### src/rtl/dram_arb_pkg.sv
// Shared definitions for the LUTRAM arbiter slice.
//   ADDR_W / DEPTH : geometry of the 128x1 distributed RAM
//   state_t        : sequencer states (clear sweep, normal service)
//   ram_req_t      : one access on the single write/read port
package dram_arb_pkg;
  localparam int ADDR_W = 7;
  localparam int DEPTH  = 128;

  typedef enum logic {ST_CLEAR, ST_RUN} state_t;

  typedef struct packed {
    logic              we;
    logic [ADDR_W-1:0] addr;
    logic              data;
  } ram_req_t;
endpackage

### src/rtl/RAM128X1D.sv
// Behavioural stand-in for the 128x1 dual-port distributed RAM primitive.
// In the vendor flow the library cell of the same name replaces this file.
//   WCLK/WE/A/D : synchronous write port; SPO = mem[A] (async)
//   DPRA/DPO    : independent async read port
module RAM128X1D #(
  parameter logic [127:0] INIT = 128'h0
) (
  output wire       DPO,
  output wire       SPO,
  input  wire [6:0] A,
  input  wire [6:0] DPRA,
  input  wire       D,
  input  wire       WCLK,
  input  wire       WE
);
  // Contents come from the configuration image, not from any reset.
  logic [127:0] mem = INIT;

  always_ff @(posedge WCLK)
    if (WE) mem[A] <= D;

  assign SPO = mem[A];
  assign DPO = mem[DPRA];
endmodule

### src/rtl/rr_arb2.sv
// Two-input round-robin grant.
//   valid[1:0] : requests (already qualified by the caller)
//   advance    : a grant was taken this cycle; remember who won
//   grant[1:0] : one-hot (or zero) grant, combinational
module rr_arb2 (
  input  logic       clk,
  input  logic       rst_n,
  input  logic [1:0] valid,
  input  logic       advance,
  output logic [1:0] grant
);
  // Client that won the most recent grant; 1 after reset so client 0 wins
  // the first tie.
  logic rr_last;

  always_comb begin
    grant = 2'b00;
    case (valid)
      2'b01:   grant = 2'b01;
      2'b10:   grant = 2'b10;
      2'b11:   grant = rr_last ? 2'b01 : 2'b10;
      default: grant = 2'b00;
    endcase
  end

  always_ff @(posedge clk or negedge rst_n)
    if (!rst_n)       rr_last <= 1'b1;
    else if (advance) rr_last <= grant[1];
endmodule

### src/rtl/dram_arbiter.sv
// Round-robin front end for one 128x1 LUTRAM.
//   reqN_* / rspN_* : two clients; ready is combinational, response is a
//                     one-cycle pulse carrying the word's pre-access value
//   mon_addr/data   : registered read of the second (read-only) port
//   busy            : power-on clear sweep in progress
module dram_arbiter
  import dram_arb_pkg::*;
#(
  parameter bit           CLEAR_ON_RESET = 1'b1,
  parameter logic [127:0] INIT           = 128'b0
) (
  input  logic              clk,
  input  logic              rst_n,
  input  logic              req0_valid,
  output logic              req0_ready,
  input  logic              req0_we,
  input  logic [ADDR_W-1:0] req0_addr,
  input  logic              req0_data,
  input  logic              req1_valid,
  output logic              req1_ready,
  input  logic              req1_we,
  input  logic [ADDR_W-1:0] req1_addr,
  input  logic              req1_data,
  output logic              rsp0_valid,
  output logic              rsp0_data,
  output logic              rsp1_valid,
  output logic              rsp1_data,
  input  logic [ADDR_W-1:0] mon_addr,
  output logic              mon_data,
  output logic              busy
);
  localparam state_t RST_ST = CLEAR_ON_RESET ? ST_CLEAR : ST_RUN;

  state_t            state, state_nxt;
  logic [ADDR_W-1:0] clr_cnt;
  logic [1:0]        grant;
  logic              run;
  ram_req_t          port;
  logic              spo, dpo;

  assign run  = (state == ST_RUN);
  assign busy = (state == ST_CLEAR);

  rr_arb2 u_arb (
    .clk     (clk),
    .rst_n   (rst_n),
    .valid   ({req1_valid, req0_valid} & {2{run}}),
    .advance (|grant),
    .grant   (grant)
  );

  assign req0_ready = grant[0];
  assign req1_ready = grant[1];

  always_ff @(posedge clk or negedge rst_n)
    if (!rst_n) state <= RST_ST;
    else        state <= state_nxt;

  always_comb begin
    state_nxt = state;
    if (state == ST_CLEAR && clr_cnt == ADDR_W'(DEPTH - 1)) state_nxt = ST_RUN;
  end

  // Counter wraps to 0 on the last clear write, ready for the next reset.
  always_ff @(posedge clk or negedge rst_n)
    if (!rst_n)                 clr_cnt <= '0;
    else if (state == ST_CLEAR) clr_cnt <= clr_cnt + 1'b1;

  // Single RAM port: clear sweep, then whichever client holds the grant.
  always_comb begin
    port = '0;
    if (!run)          port = '{we: 1'b1, addr: clr_cnt, data: 1'b0};
    else if (grant[0]) port = '{we: req0_we, addr: req0_addr, data: req0_data};
    else if (grant[1]) port = '{we: req1_we, addr: req1_addr, data: req1_data};
  end

  RAM128X1D #(.INIT(INIT)) u_ram (
    .DPO  (dpo),
    .SPO  (spo),
    .A    (port.addr),
    .DPRA (mon_addr),
    .D    (port.data),
    .WCLK (clk),
    .WE   (port.we)
  );

  // SPO is sampled on the accepting edge, before the write lands, so a
  // write returns the old word too.
  always_ff @(posedge clk or negedge rst_n)
    if (!rst_n) begin
      rsp0_valid <= 1'b0;
      rsp1_valid <= 1'b0;
      rsp0_data  <= 1'b0;
      rsp1_data  <= 1'b0;
      mon_data   <= 1'b0;
    end else begin
      rsp0_valid <= grant[0];
      rsp1_valid <= grant[1];
      if (grant[0]) rsp0_data <= spo;
      if (grant[1]) rsp1_data <= spo;
      mon_data <= dpo;
    end
endmodule

### config.mk
export PLATFORM = sky130hd
export DESIGN_NAME = dram_arbiter
export DESIGN_NICKNAME = d
export VERILOG_FILES = /design/src/rtl/dram_arb_pkg.sv /design/src/rtl/RAM128X1D.sv /design/src/rtl/rr_arb2.sv /design/src/rtl/dram_arbiter.sv
export SDC_FILE = /design/constraint.sdc
export NUM_CORES = 1
export LEC_CHECK = 0
export ABC_AREA = 1
export BUFFER_PORTS_ARGS = -buffer_cell sky130_fd_sc_hd__buf_4
export CORE_MARGIN = 10
export CORE_UTILIZATION = 40
export CTS_CLUSTER_SIZE = 14
export DETAILED_ROUTE_END_ITERATION = 7
export GPL_TIMING_DRIVEN = 0
export PLACE_DENSITY = 0.58
export SETUP_SLACK_MARGIN = 0.5
export SLEW_MARGIN = 15
export SYNTH_ARGS = -nofsm -noshare
export SYNTH_HDL_FRONTEND = slang
export SYNTH_SLANG_ARGS = --single-unit
### constraint.sdc
create_clock -name clk -period 5.7 [get_ports clk]
set_clock_uncertainty 0.1 [all_clocks]
set_input_delay 0.285 -clock clk [delete_from_list [all_inputs] [get_ports clk]]
set_output_delay 0.285 -clock clk [all_outputs]
set_load 0.01 [all_outputs]
-- Yosys cells after proc, flatten, opt, wreduce, memory -nomap -nowiden
Cells that the tools add are included.
- add/subtract/negate cells: 1
- magnitude comparators: 3
- equal/unequal tests: 4
- multiplexer cells: 12
- bitwise operators: 2
- reduce and logical (&&, ||, !) cells: 3
- operators by type and width (cell ; count):
    $bwmux 128 ; 1
    $mux 9 ; 3
    $lt 7x8->1 const B ; 2
    $bmux 1 s7 ; 2
    $add 7x1->7 const B ; 1
    $demux 1 s7 ; 1
    $eq 7x7->1 const B ; 1
    $ge 7x1->1 const B ; 1
    $pmux 2 s3 ; 1
    $eq 2x2->1 const B ; 2
    $mux 1 ; 3
    $and 2x2->2 ; 1
    $eq 2x1->1 const B ; 1
    $logic_and 1x1->1 ; 2
    $mux 2 ; 1
    $reduce_or 2->1 ; 1
    $not 1->1 ; 1
- bits in registers: 142
- input port bits: 29
- output and inout bits: 8

-- Logic depth before layout (Yosys ltp)
- depth after elaboration: 11
- gate-level depth with buffers: 19
- mapped depth without buffers: 19

-- Hierarchy
A second synthesis with hierarchy kept.
- cells, all modules: 1021
- area total of the unflattened synthesis: 8081.5 µm²
- by module, submodules not included (module ; instances ; cells an instance ; area an instance (µm²) ; seq. area each (µm²)):
    RAM128X1D ; 1 ; 909 ; 7273.2 ; 3843.7
    dram_arbiter ; 1 ; 103 ; 744.5 ; 325.3
    rr_arb2 ; 1 ; 9 ; 63.8 ; 26.3

-- Worst setup path after synthesis
No wires, ideal clock.
- path type: reg2reg
- start: register u_arb.rr_last
- end: register u_ram.mem[0], data pin
- setup time: 0.532 ns
- arrival: 2.564 ns
- required time: 5.068 ns
- path slack: 2.504 ns
- cell stages (with the launch flop): 6
- path buffers: 0
- clock period less this slack: 3.196 ns
- cell sequence: dfstp_2 > inv_1 > nand2_1 > nand2_4 > inv_4 > a22o_1
- RTL lines (element ; RTL line ; source):
    start: declaration ; rr_arb2.sv:14 ; logic rr_last;
    start signal: assignment ; rr_arb2.sv:28 ; else if (advance) rr_last <= grant[1];
    $mux 2 ; rr_arb2.sv:21 ; 2'b11: grant = rr_last ? 2'b01 : 2'b10;
    $pmux 2 s3 ; rr_arb2.sv:18 ; case (valid)
    via req0_ready ; dram_arbiter.sv:15 ; output logic req0_ready,
    $mux 9 ; dram_arbiter.sv:73 ; else if (grant[0]) port = '{we: req0_we, addr: req0_addr, data: req0_data};
    $mux 9 ; dram_arbiter.sv:72 ; if (!run) port = '{we: 1'b1, addr: clr_cnt, data: 1'b0};
    via u_ram.D ; RAM128X1D.sv:12 ; input wire D,
    $bwmux 128 ; RAM128X1D.sv:20 ; if (WE) mem[A] <= D;
    end signal: indexed assignment ; RAM128X1D.sv:20 ;
    end: declaration ; RAM128X1D.sv:17 ; logic [127:0] mem = INIT;
The timed path passes the listed nets, and every way through them passes these cells.
A chain may end at the register's enable or synchronous reset.

-- Final worst setup path
- start: register u_arb.rr_last
- end: register u_ram.mem[61] (enable)
- longest elaborated chain between the ends: 5
- ends and longest elaborated chain (element ; RTL line ; source):
    $mux 2 (*) ; rr_arb2.sv:21 ;
    $pmux 2 s3 (*) ; rr_arb2.sv:18 ;
    $mux 9 ; dram_arbiter.sv:74 ; else if (grant[1]) port = '{we: req1_we, addr: req1_addr, data: req1_data};
    $mux 9 (*) ; dram_arbiter.sv:73 ;
    $mux 9 (*) ; dram_arbiter.sv:72 ;
Every way passes the cells marked *; elsewhere a longest branch is shown, timed or not.

==> results.ini <==
[power_and_ir_drop]
seqPwrFrac_pct = 47.8
sw_frac_of_total_pct = 23.3
pwr-share-clk_pct = 48.0
comb_power_share_pct = 4.2
irDropWorstVdd_mv = 0.205
p_int_mw = 1.79
p_leak_nw = 3.47
p_switching_uw = 546
power.density_nw_per_um2 = 249

[worst_hold_path]
holdPathStages = 2
hold_class = input pin to register

[worst_setup_path]
reg2reg_setup_slack_ns = 2.62
crit_path_max_incr_delay_ns = 0.56
path_delay_family = simple AND/OR/NAND/NOR gates
worst-endpoint-arrival_ns = 3.13
crit_end = u_ram.mem[61]
crit_cells = 11
path_cells = inv_1, nand2_1, nand2_4, nand2_2, inv_2, a22o_1, a21oi_1, inv_1, nor2_1, nand2_1, nor2_1
worstSetupStartpointType = register
required_ns = 5.74
r2r_start = u_arb.rr_last
critPathBufInv = 3
crit_fanout = 9
end_kind = register
timing.rr.end = u_ram.mem[61]
ff2ff_path_depth = 11
startpoint = u_arb.rr_last
cp_slowest_cell = nor2_1
path_class = register to register

[finish]
utilization_pct = 46.5
syn_to_final_growth_pct = 14.8
final_nets = 1081
drive_gt1_share_pct = 11.9
antenna_cells = 0

[yosys]
ys_ff_latch = 142
yosysMostFrequentCell = nor2_1
synthCells = 996
ys_warn_count = 0
synth_top_area_cell = edfxtp_1
synthArstFlopShare_pct = 9.86
synth_ff_type = edfxtp_1
synth_edf_count = 128
post-synth-top-area-fraction_pct = 47.0
yosysSeqAreaShare_pct = 51.3
synth_commonest_cells = 221 x nor2_1, 216 x nand2_1, 128 x edfxtp_1
synthesis.nets = 1026
syn_area_um2 = 8170
synthTopCellsByArea = edfxtp_1 47%, nor2_1 10%, nand2_1 9.9%, o21ai_0 6.4%, dfrtp_1 4.0%
synth_cell_types = 38
synth.avg_cell_area_um2 = 8.21

[global_route]
grt_pass1_vias = 7123
grt_usage_pct = 22.3
antenna_found_initial = 0
grt_pass1_wl_mm = 44.0
grt_start_max_net_pins = 86
grt_overflow = 0

[timing]
rsz0062_at_grt = false
setup_tns_ns = 0
tightestPinTransition_ns = 0.872
slew_headroom_pct = 41.8
hold_violations = 0
setup_viol = 0
min_period_over_period_pct = 54.1
period_minus_slack_ns = 3.08
fmax_mhz = 324
report.final.slew_viol_count = 0

[clocking]
cts_tree = yes
clk_pin_slew_ns = 0.06
cts_buffers = 17
cts_resized = 0
clockBufferDepth = 2
clock_latency_ns = 0.45
htree_levels = 4
cts_sinks = 142
cts_root_buffer = clkbuf_16

[floorplan]
rows = 52
start_util_pct = 40.5
die_y_um = 163
core_area_um2 = 20200
die_area_um2 = 26600
top_level_ports = 37
die_w_um = 163

[route]
post_drt_wl_per_cell_um = 22.2
postRouteAntennaNets = 0
routed_wl_mm = 29.6
num_vias = 7533
via_per_inst = 5.65
first_pass_iters = 6
drt_iter0_drc = 1117
remaining_drc_errors = 0

[placed_design]
dp_hpwl_mm = 19.6
gp_congestion = 0.978
portBuffers = 34

[status]
outcome = finished, final reports clean

[flow_run]
maxCapViolCount = 0

through the flow:
step | setup slack (ns) | power, mW | cells | cell area [um^2] | hold slack, ns
detailed placement | 2.70 | 1.23 | 1301 | 8800 | 0.0498
finish | 2.62 | 2.34 | 1334 | 9380 | 0.0434
floorplan | 2.50 | 1.19 | 996 | 8170 | -0.111
global placement | 0.896 | 1.23 | 1300 | 8770 | 0.0474
CTS | 2.69 | 2.34 | 1334 | 9380 | 0.0347
global route | 2.53 | 2.39 | 1334 | 9380 | 0.0284
repair_timing:
item	in CTS	in global routing
endpoints found under the hold margin	14	0
setup buffers	0	0
hold buffers	1	0
worst min path at each step:
stage                      startpoint          to
after floorplan                 rst_n  clr_cnt[0]
after global placement          rst_n  clr_cnt[6]
after detailed placement        rst_n  clr_cnt[6]
after CTS                 mon_addr[6]    mon_data
after global routing      mon_addr[6]    mon_data
final                     mon_addr[6]    mon_data
sequential cells by signal, summed over array words and instances, names as in the netlist:
register and cells:
rsp1_valid 1, mon_data 1, rsp1_data 1, u_arb.rr_last 1, rsp0_valid 1, run 1
clr_cnt 7, u_ram.mem 128, rsp0_data 1
cells by family (layout without fill, tap and decap cells):
| group | after synthesis | in the layout | share of synthesized area, % |
|---|---|---|---|
| adder cells (fa/ha/maj) | 1 | 1 | 0.153 |
| flip-flops | 142 | 142 | 51.3 |
| AND/OR/NAND/NOR | 548 | 548 | 29.5 |
| buffers and inverters | 132 | 200 | 7.18 |
| XOR/XNOR | 5 | 5 | 0.536 |
| AO/OA/AOI/OAI | 168 | 168 | 11.3 |
cell type report:
class	count	area (um^2)
fill	2058	10800
sequential	142	4200
multi-input combinational	722	3400
clock buffer	18	429
tap	270	338
inverter	78	298
timing repair buffer	36	293
buffer	54	289
clock inverter	14	141
cell usage in the layout, fill, tap and decap left out, types with 14 or more instances in the layout:
cell type  Yosys  routed
clkbuf_1      23      24
buf_2         15      15
clkbuf_16      0      17
nor2_1       221     221
o21ai_0      105     105
nand2_1      216     216
a21oi_1       14      14
inv_1         67      67
nand3b_1      26      26
o22ai_1       20      20
edfxtp_1     128     128
buf_4          8      42
nand3_1       57      57
power by group through the flow:
stage / Sequential, mW / Combinational, mW / Clock [mW]
detailed placement: 1.14 / 0.0922 / 0
CTS: 1.12 / 0.0933 / 1.13
floorplan: 1.14 / 0.0437 / 0
global placement: 1.14 / 0.0912 / 0
global route: 1.12 / 0.103 / 1.17
finish: 1.12 / 0.0972 / 1.12
layer usage:
metal | up-vias | GRT usage [%] | part of all wire, % | routed length (um)
met5 | - | 0 | 0 | 0
li1 | 3439 | - | - | -
met4 | 0 | 9.10 | 4.0 | 1170
met1 | 3517 | 29.4 | 41 | 12100
met2 | 488 | 34.3 | 44 | 13100
met3 | 89 | 5.54 | 11 | 3220
No activity file was read; power rests on OpenSTA's default activity.
